**config.mk**
```make
export PLATFORM = sky130hd
export DESIGN_NAME = codec_frame_ctrl
export DESIGN_NICKNAME = d
export VERILOG_FILES = /design/src/rtl/codec_pkg.sv /design/src/rtl/ctrl_down_cnt.sv /design/src/rtl/codec_frame_ctrl.sv
export SDC_FILE = /design/constraint.sdc
export NUM_CORES = 1
export LEC_CHECK = 0
export BUFFER_PORTS_ARGS = -buffer_cell sky130_fd_sc_hd__clkbuf_2
export CAP_MARGIN = 20
export CORE_UTILIZATION = 50
export CTS_BUF_LIST = sky130_fd_sc_hd__clkbuf_16
export CTS_CLUSTER_SIZE = 14
export DETAILED_ROUTE_END_ITERATION = 10
export GPL_TIMING_DRIVEN = 0
export PLACE_DENSITY_LB_ADDON = 0.1
export SLEW_MARGIN = 30
export SYNTH_ARGS = -nofsm -noshare
export SYNTH_HDL_FRONTEND = slang
export SYNTH_SLANG_ARGS = --single-unit
```
**constraint.sdc**
```tcl
create_clock -name clk -period 3.6 [get_ports clk]
set_clock_uncertainty 0.05 [all_clocks]
set_input_delay 0.72 -clock clk [delete_from_list [all_inputs] [get_ports clk]]
set_output_delay 0.72 -clock clk [all_outputs]
set_load 0.01 [all_outputs]
```
**src/rtl/codec_pkg.sv**
```systemverilog
// Shared definitions for the codec frame controller: state encoding,
// default timing parameters and the timer preload helper.
package codec_pkg;

  typedef enum logic [2:0] {
    ST_IDLE  = 3'd0,
    ST_FEED  = 3'd1,
    ST_GAP   = 3'd2,
    ST_DRAIN = 3'd3,
    ST_DONE  = 3'd4
  } state_e;

  localparam int unsigned LINE_GAP_DEF  = 2;
  localparam int unsigned DRAIN_CYC_DEF = 16;
  localparam int unsigned CNT_W         = 16;

  // The cycle after a load is the first timed cycle, so a window of N cycles
  // ends when the counter reads zero, i.e. it starts at N-1.
  function automatic logic [CNT_W-1:0] cnt_preload(input int unsigned cycles);
    return (cycles == 0) ? '0 : CNT_W'(cycles - 1);
  endfunction

endpackage

```
**src/rtl/ctrl_down_cnt.sv**
```systemverilog
// Loadable down-counter with a zero flag; shared by the line-gap and
// drain timing of the frame controller.
module ctrl_down_cnt
  import codec_pkg::*;
#(
  parameter int unsigned W = CNT_W
) (
  input  logic         clk,
  input  logic         reset,
  input  logic         clr,
  input  logic         load,
  input  logic [W-1:0] load_val,
  input  logic         dec,
  output logic         zero
);

  logic [W-1:0] cnt_d, cnt_q;

  // clr wins over load, load wins over dec; the counter saturates at zero.
  always_comb begin
    cnt_d = cnt_q;
    if (clr) begin
      cnt_d = '0;
    end else if (load) begin
      cnt_d = load_val;
    end else if (dec && (cnt_q != '0)) begin
      cnt_d = cnt_q - W'(1);
    end
  end

  always_ff @(posedge clk or negedge reset) begin
    if (!reset) begin
      cnt_q <= '0;
    end else begin
      cnt_q <= cnt_d;
    end
  end

  assign zero = (cnt_q == '0);

endmodule

```
**src/rtl/codec_frame_ctrl.sv**
```systemverilog
// Frame controller: feeds a W x H pixel frame into the codec with line gaps,
// then waits for the codec output to go quiet before signalling completion.
module codec_frame_ctrl
  import codec_pkg::*;
#(
  parameter int unsigned LINE_GAP  = LINE_GAP_DEF,
  parameter int unsigned DRAIN_CYC = DRAIN_CYC_DEF
) (
  input  logic        clk,
  input  logic        reset,
  input  logic        start,
  input  logic        abort,
  input  logic [9:0]  cfg_width,
  input  logic [9:0]  cfg_height,
  input  logic        src_valid,
  input  logic [7:0]  src_data,
  output logic        src_ready,
  output logic        codec_en,
  output logic [7:0]  codec_data,
  input  logic        codec_en_out,
  input  logic        out_afull,
  output logic        busy,
  output logic        frame_done,
  output logic        err_cfg,
  output logic [19:0] pix_cnt,
  output logic [2:0]  dbg_state
);

  localparam logic [CNT_W-1:0] GAP_LOAD   = cnt_preload(LINE_GAP);
  localparam logic [CNT_W-1:0] DRAIN_LOAD = cnt_preload(DRAIN_CYC);

  state_e      state_q, state_d;
  logic [9:0]  width_q, width_d, height_q, height_d;
  logic [9:0]  col_q, col_d, row_q, row_d;
  logic [19:0] pix_cnt_q, pix_cnt_d;
  logic        codec_en_q, codec_en_d;
  logic [7:0]  codec_data_q, codec_data_d;
  logic        err_cfg_q, err_cfg_d;

  logic             tmr_clr, tmr_load, tmr_dec, tmr_zero;
  logic [CNT_W-1:0] tmr_load_val;
  logic             xfer, cfg_ok, row_end, last_row;

  // Source handshake: a pixel moves when src_valid && src_ready in the same
  // cycle; src_ready depends only on state and out_afull, never on src_valid.
  // An abort in the same cycle discards the pixel.
  assign src_ready = (state_q == ST_FEED) && !out_afull;
  assign xfer      = src_valid && src_ready && !abort;
  assign cfg_ok    = (cfg_width >= 10'd2) && (cfg_height >= 10'd1);
  assign row_end   = (col_q == width_q - 10'd1);
  assign last_row  = (row_q == height_q - 10'd1);

  always_comb begin
    state_d      = state_q;
    width_d      = width_q;
    height_d     = height_q;
    col_d        = col_q;
    row_d        = row_q;
    pix_cnt_d    = pix_cnt_q;
    codec_en_d   = xfer;
    codec_data_d = xfer ? src_data : codec_data_q;
    err_cfg_d    = 1'b0;
    tmr_clr      = 1'b0;
    tmr_load     = 1'b0;
    tmr_load_val = GAP_LOAD;
    tmr_dec      = 1'b0;

    if (xfer) begin
      pix_cnt_d = pix_cnt_q + 20'd1;
    end

    if (abort) begin
      state_d = ST_IDLE;
      tmr_clr = 1'b1;
    end else begin
      case (state_q)
        ST_IDLE: begin
          if (start) begin
            if (cfg_ok) begin
              width_d   = cfg_width;
              height_d  = cfg_height;
              col_d     = '0;
              row_d     = '0;
              pix_cnt_d = '0;
              state_d   = ST_FEED;
            end else begin
              err_cfg_d = 1'b1;
            end
          end
        end
        ST_FEED: begin
          if (xfer) begin
            if (row_end) begin
              col_d = '0;
              row_d = row_q + 10'd1;
              if (last_row) begin
                state_d      = ST_DRAIN;
                tmr_load     = 1'b1;
                tmr_load_val = DRAIN_LOAD;
              end else if (LINE_GAP > 0) begin
                state_d      = ST_GAP;
                tmr_load     = 1'b1;
                tmr_load_val = GAP_LOAD;
              end
            end else begin
              col_d = col_q + 10'd1;
            end
          end
        end
        ST_GAP: begin
          if (tmr_zero) begin
            state_d = ST_FEED;
          end else begin
            tmr_dec = 1'b1;
          end
        end
        ST_DRAIN: begin
          // Any codec output activity restarts the quiet window.
          if (codec_en_out) begin
            tmr_load     = 1'b1;
            tmr_load_val = DRAIN_LOAD;
          end else if (tmr_zero) begin
            state_d = ST_DONE;
          end else begin
            tmr_dec = 1'b1;
          end
        end
        ST_DONE: begin
          state_d = ST_IDLE;
        end
        default: begin
          state_d = ST_IDLE;
        end
      endcase
    end
  end

  always_ff @(posedge clk or negedge reset) begin
    if (!reset) begin
      state_q      <= ST_IDLE;
      width_q      <= '0;
      height_q     <= '0;
      col_q        <= '0;
      row_q        <= '0;
      pix_cnt_q    <= '0;
      codec_en_q   <= 1'b0;
      codec_data_q <= '0;
      err_cfg_q    <= 1'b0;
    end else begin
      state_q      <= state_d;
      width_q      <= width_d;
      height_q     <= height_d;
      col_q        <= col_d;
      row_q        <= row_d;
      pix_cnt_q    <= pix_cnt_d;
      codec_en_q   <= codec_en_d;
      codec_data_q <= codec_data_d;
      err_cfg_q    <= err_cfg_d;
    end
  end

  ctrl_down_cnt #(.W(CNT_W)) u_tmr (
    .clk      (clk),
    .reset    (reset),
    .clr      (tmr_clr),
    .load     (tmr_load),
    .load_val (tmr_load_val),
    .dec      (tmr_dec),
    .zero     (tmr_zero)
  );

  assign codec_en   = codec_en_q;
  assign codec_data = codec_data_q;
  assign busy       = (state_q != ST_IDLE);
  assign frame_done = (state_q == ST_DONE);
  assign err_cfg    = err_cfg_q;
  assign pix_cnt    = pix_cnt_q;
  assign dbg_state  = state_q;

endmodule

```
==> run metrics <==
number of DRC markers in iteration 0 190; Via density ~5.4; Final HPWL DP roughly 8300 microns; Nets between 600 and 700; CP required roughly 3.8 ns; Rows 36; fin cells roughly 770; Clock transition at path regs roughly 0.070 ns; CP endpoint kind flop; first-pass GRT wire length roughly 19,000 microns; compound-cell area share of the yosys netlist 10.5%; post-DR wirelength/cell between 10 and 15 microns; placed cell area around 5500 sq um; GP Congestion about 0.92; PD cells approximately 550 nW/um^2; largest family of logic cells by synthesized area simple AND/OR/NAND/NOR gates; Cells after DPL between 700 and 800; Final Cycle Share between 70% and 80%; sequential element share of the synthesized area between 40% and 50%; Root Driver clkbuf_16; Setup Crit Path Kind reg -> reg; synthesized instance count about 550; synth unique cells between 60 and 70; Area growth, synth to finish 16.7%; Tot GR Track Use 23.6%; CTS Buf Count 9; commonest cells after routing, fill and taps aside nand2_1 (91), dfrtp_1 (89), clkbuf_2 (69); post-synthesis mux area share between 2 and 3%; Design Power 0.00321 W; CTS sink count 89; fillers slightly below 900; largest net degree at the start of global routing 56; outcome completed; die area 10,400 sq um; CTS max path bufs 2; initial antenna violation count 0; Top FF cell, synth dfrtp_1; setup_tns 0 ns; crit start category flop; commonest non-fill, non-tap cell in the layout nand2_1; Synth Area in Adders 1.50%; TritonRoute pass-1 iters 5; number of synthesized register bits a little under 90; asr flop ratio synth 100%; CTS tree built; final hold viol count 0; Die Wd approximately 100 microns; # port buffers 70; pins over their slew limit 0; CP arrival slightly above 3 ns; Hold Path Class in -> async; number of global-route vias before repair ~3.9k; worst-path maximum fanout 8; postcts setup bufs 0; Max stage delay on crit path ~0.51 ns; Vias 4,156; max_cap viols 0; EDFF count, synth 0; Syn Area/Cell 9.13 sq um; headroom to the max-slew limit between 60% and 70%; initial core utilization between 50% and 60%; post-route cell area between 5000 and 6000 sq um; ant diodes 0; Total Routed Length 11,500 microns; grt ovf 0; # H-tree levels 3; Resized Gates After CTS 0; Cell Area, Synth 4990 sq um; hold bufs inserted after CTS 0; CP Cell Sequence clkbuf_1 > inv_1 > ha_1 > clkbuf_1 > o21ai_0 > or3_1 > o21ai_0 > a31oi_1 > o41a_1 > o22ai_1; final design utilization about three fifths; Final ANT Viol Nets 0; minimum clock period roughly 2.8 ns; FMAX ~350 MHz; RSZ-0062 raised after global routing no; leakage dissipation between 2 and 3 nW; core area just under 10,000 sq um; Clk Latency, worst-skew pair 0.35 ns; proportion of layout cells with a drive suffix above 1 between 10% and 20%; post-synthesis simple-gate area fraction roughly 28%; Worst VDD drop 295 uV; Worst-Margin Slew between 0.5 and 0.6 ns; Synthesized Nets approximately 590; slowest cell on the critical path o41a_1; Synth Area in XOR/XNOR between 9 and 10%; count of final setup violators 0; Synth Warn # 0; I/O pin cnt 71; die height 102 microns; Residual DRC 0
==> where the power goes <==
part | internal, W | leakage (nW) | switching (W)
registers | 0.00115 | 1.20 | 0.000191
clock network | 0.000472 | 0.132 | 0.000414
logic | 0.000418 | 1.38 | 0.000563
total | 0.00204 | 2.70 | 0.00117
==> critical path, delay by kind of cell (launching register included) <==
| family | cells | cell delay, ns |
|---|---|---|
| AND/OR/NAND/NOR | 1 | 0.32 |
| buffers and inverters | 3 | 0.65 |
| AO/OA/AOI/OAI | 5 | 1.21 |
| adder cells (fa/ha/maj) | 1 | 0.14 |
| flip-flops | 1 | 0.36 |
==> flip-flops by register name (all words and copies together) (netlist names) <==
| name | cells |
|---|---|
| width_q | 10 |
| pix_cnt | 20 |
| codec_data | 8 |
| dbg_state | 3 |
| err_cfg | 1 |
| codec_en | 1 |
| height_q | 10 |
| row_q | 10 |
| u_tmr.cnt_q | 16 |
| col_q | 10 |
==> metal layers <==
metal | share of wire (%) | vias to the layer above | GRT usage (%) | wire (microns)
li1 | - | 2082 | - | -
met2 | 45 | 102 | 36.2 | 5200
met5 | 0 | - | 0 | 0
met3 | 5.8 | 7 | 5.81 | 663
met1 | 48 | 1965 | 33.6 | 5500
met4 | 0.77 | 0 | 5.71 | 88
==> cell usage after synthesis (8+ instances only) <==
cell | n | area share, %
inv_1 | 11 | 0.83
mux2_2 | 8 | 1.8
nand2_1 | 91 | 6.8
nor2_1 | 58 | 4.4
a21oi_1 | 16 | 1.6
nand4_1 | 12 | 1.5
or3_1 | 11 | 1.4
clkbuf_1 | 12 | 0.90
nand3_1 | 17 | 1.7
nor4_1 | 13 | 1.6
dfrtp_1 | 89 | 45
xor2_1 | 32 | 5.6
o21ai_0 | 27 | 2.7
nor3_1 | 13 | 1.3
nand2b_1 | 11 | 1.4
xnor2_1 | 25 | 4.4
==> worst paths after layout <==
kind / end / start / slack, ns / cells past startpoint
worst max-delay path: u_tmr.cnt_q[1] / height_q[0] / 0.77 / 10
worst min-delay path: width_q[4] / reset / 0.22 / 1
worst max register to register: u_tmr.cnt_q[1] / height_q[0] / 0.77 / 10
worst min register to register: codec_data[5] / codec_data[5] / 0.46 / 1
max in group asynchronous: codec_data[5] / reset / 2.71 / 2
min in group clk: codec_data[5] / codec_data[5] / 0.46 / 1
==> cell type report <==
cell class	instances	area (sq um)	share of cell area, %
Sequential cell	89	2230	38.2
Inverter	11	41.3	0.708
Multi-Input combinational cell	427	2630	45.2
Clock inverter	7	55.1	0.945
Timing Repair Buffer	71	387	6.63
Clock buffer	9	225	3.86
Buffer	20	92.6	1.59
Tap cell	133	166	2.86
==> cell families after synthesis <==
group | Yosys count
adder cells (fa/ha/maj) | 6
XOR/XNOR | 57
AND/OR/NAND/NOR | 274
AO/OA/AOI/OAI | 78
flip-flops | 89
multiplexers | 12
buffers and inverters | 31
==> per-stage QoR <==
step | hold slack (ns) | setup WS [ns]
global route | 0.242 | 0.628
CTS | 0.230 | 0.824
finish | 0.221 | 0.771
global placement | 0.435 | 0.705
floorplan | 0.374 | 1.16
detailed placement | 0.446 | 0.746
(Power assumes the default switching activity.)
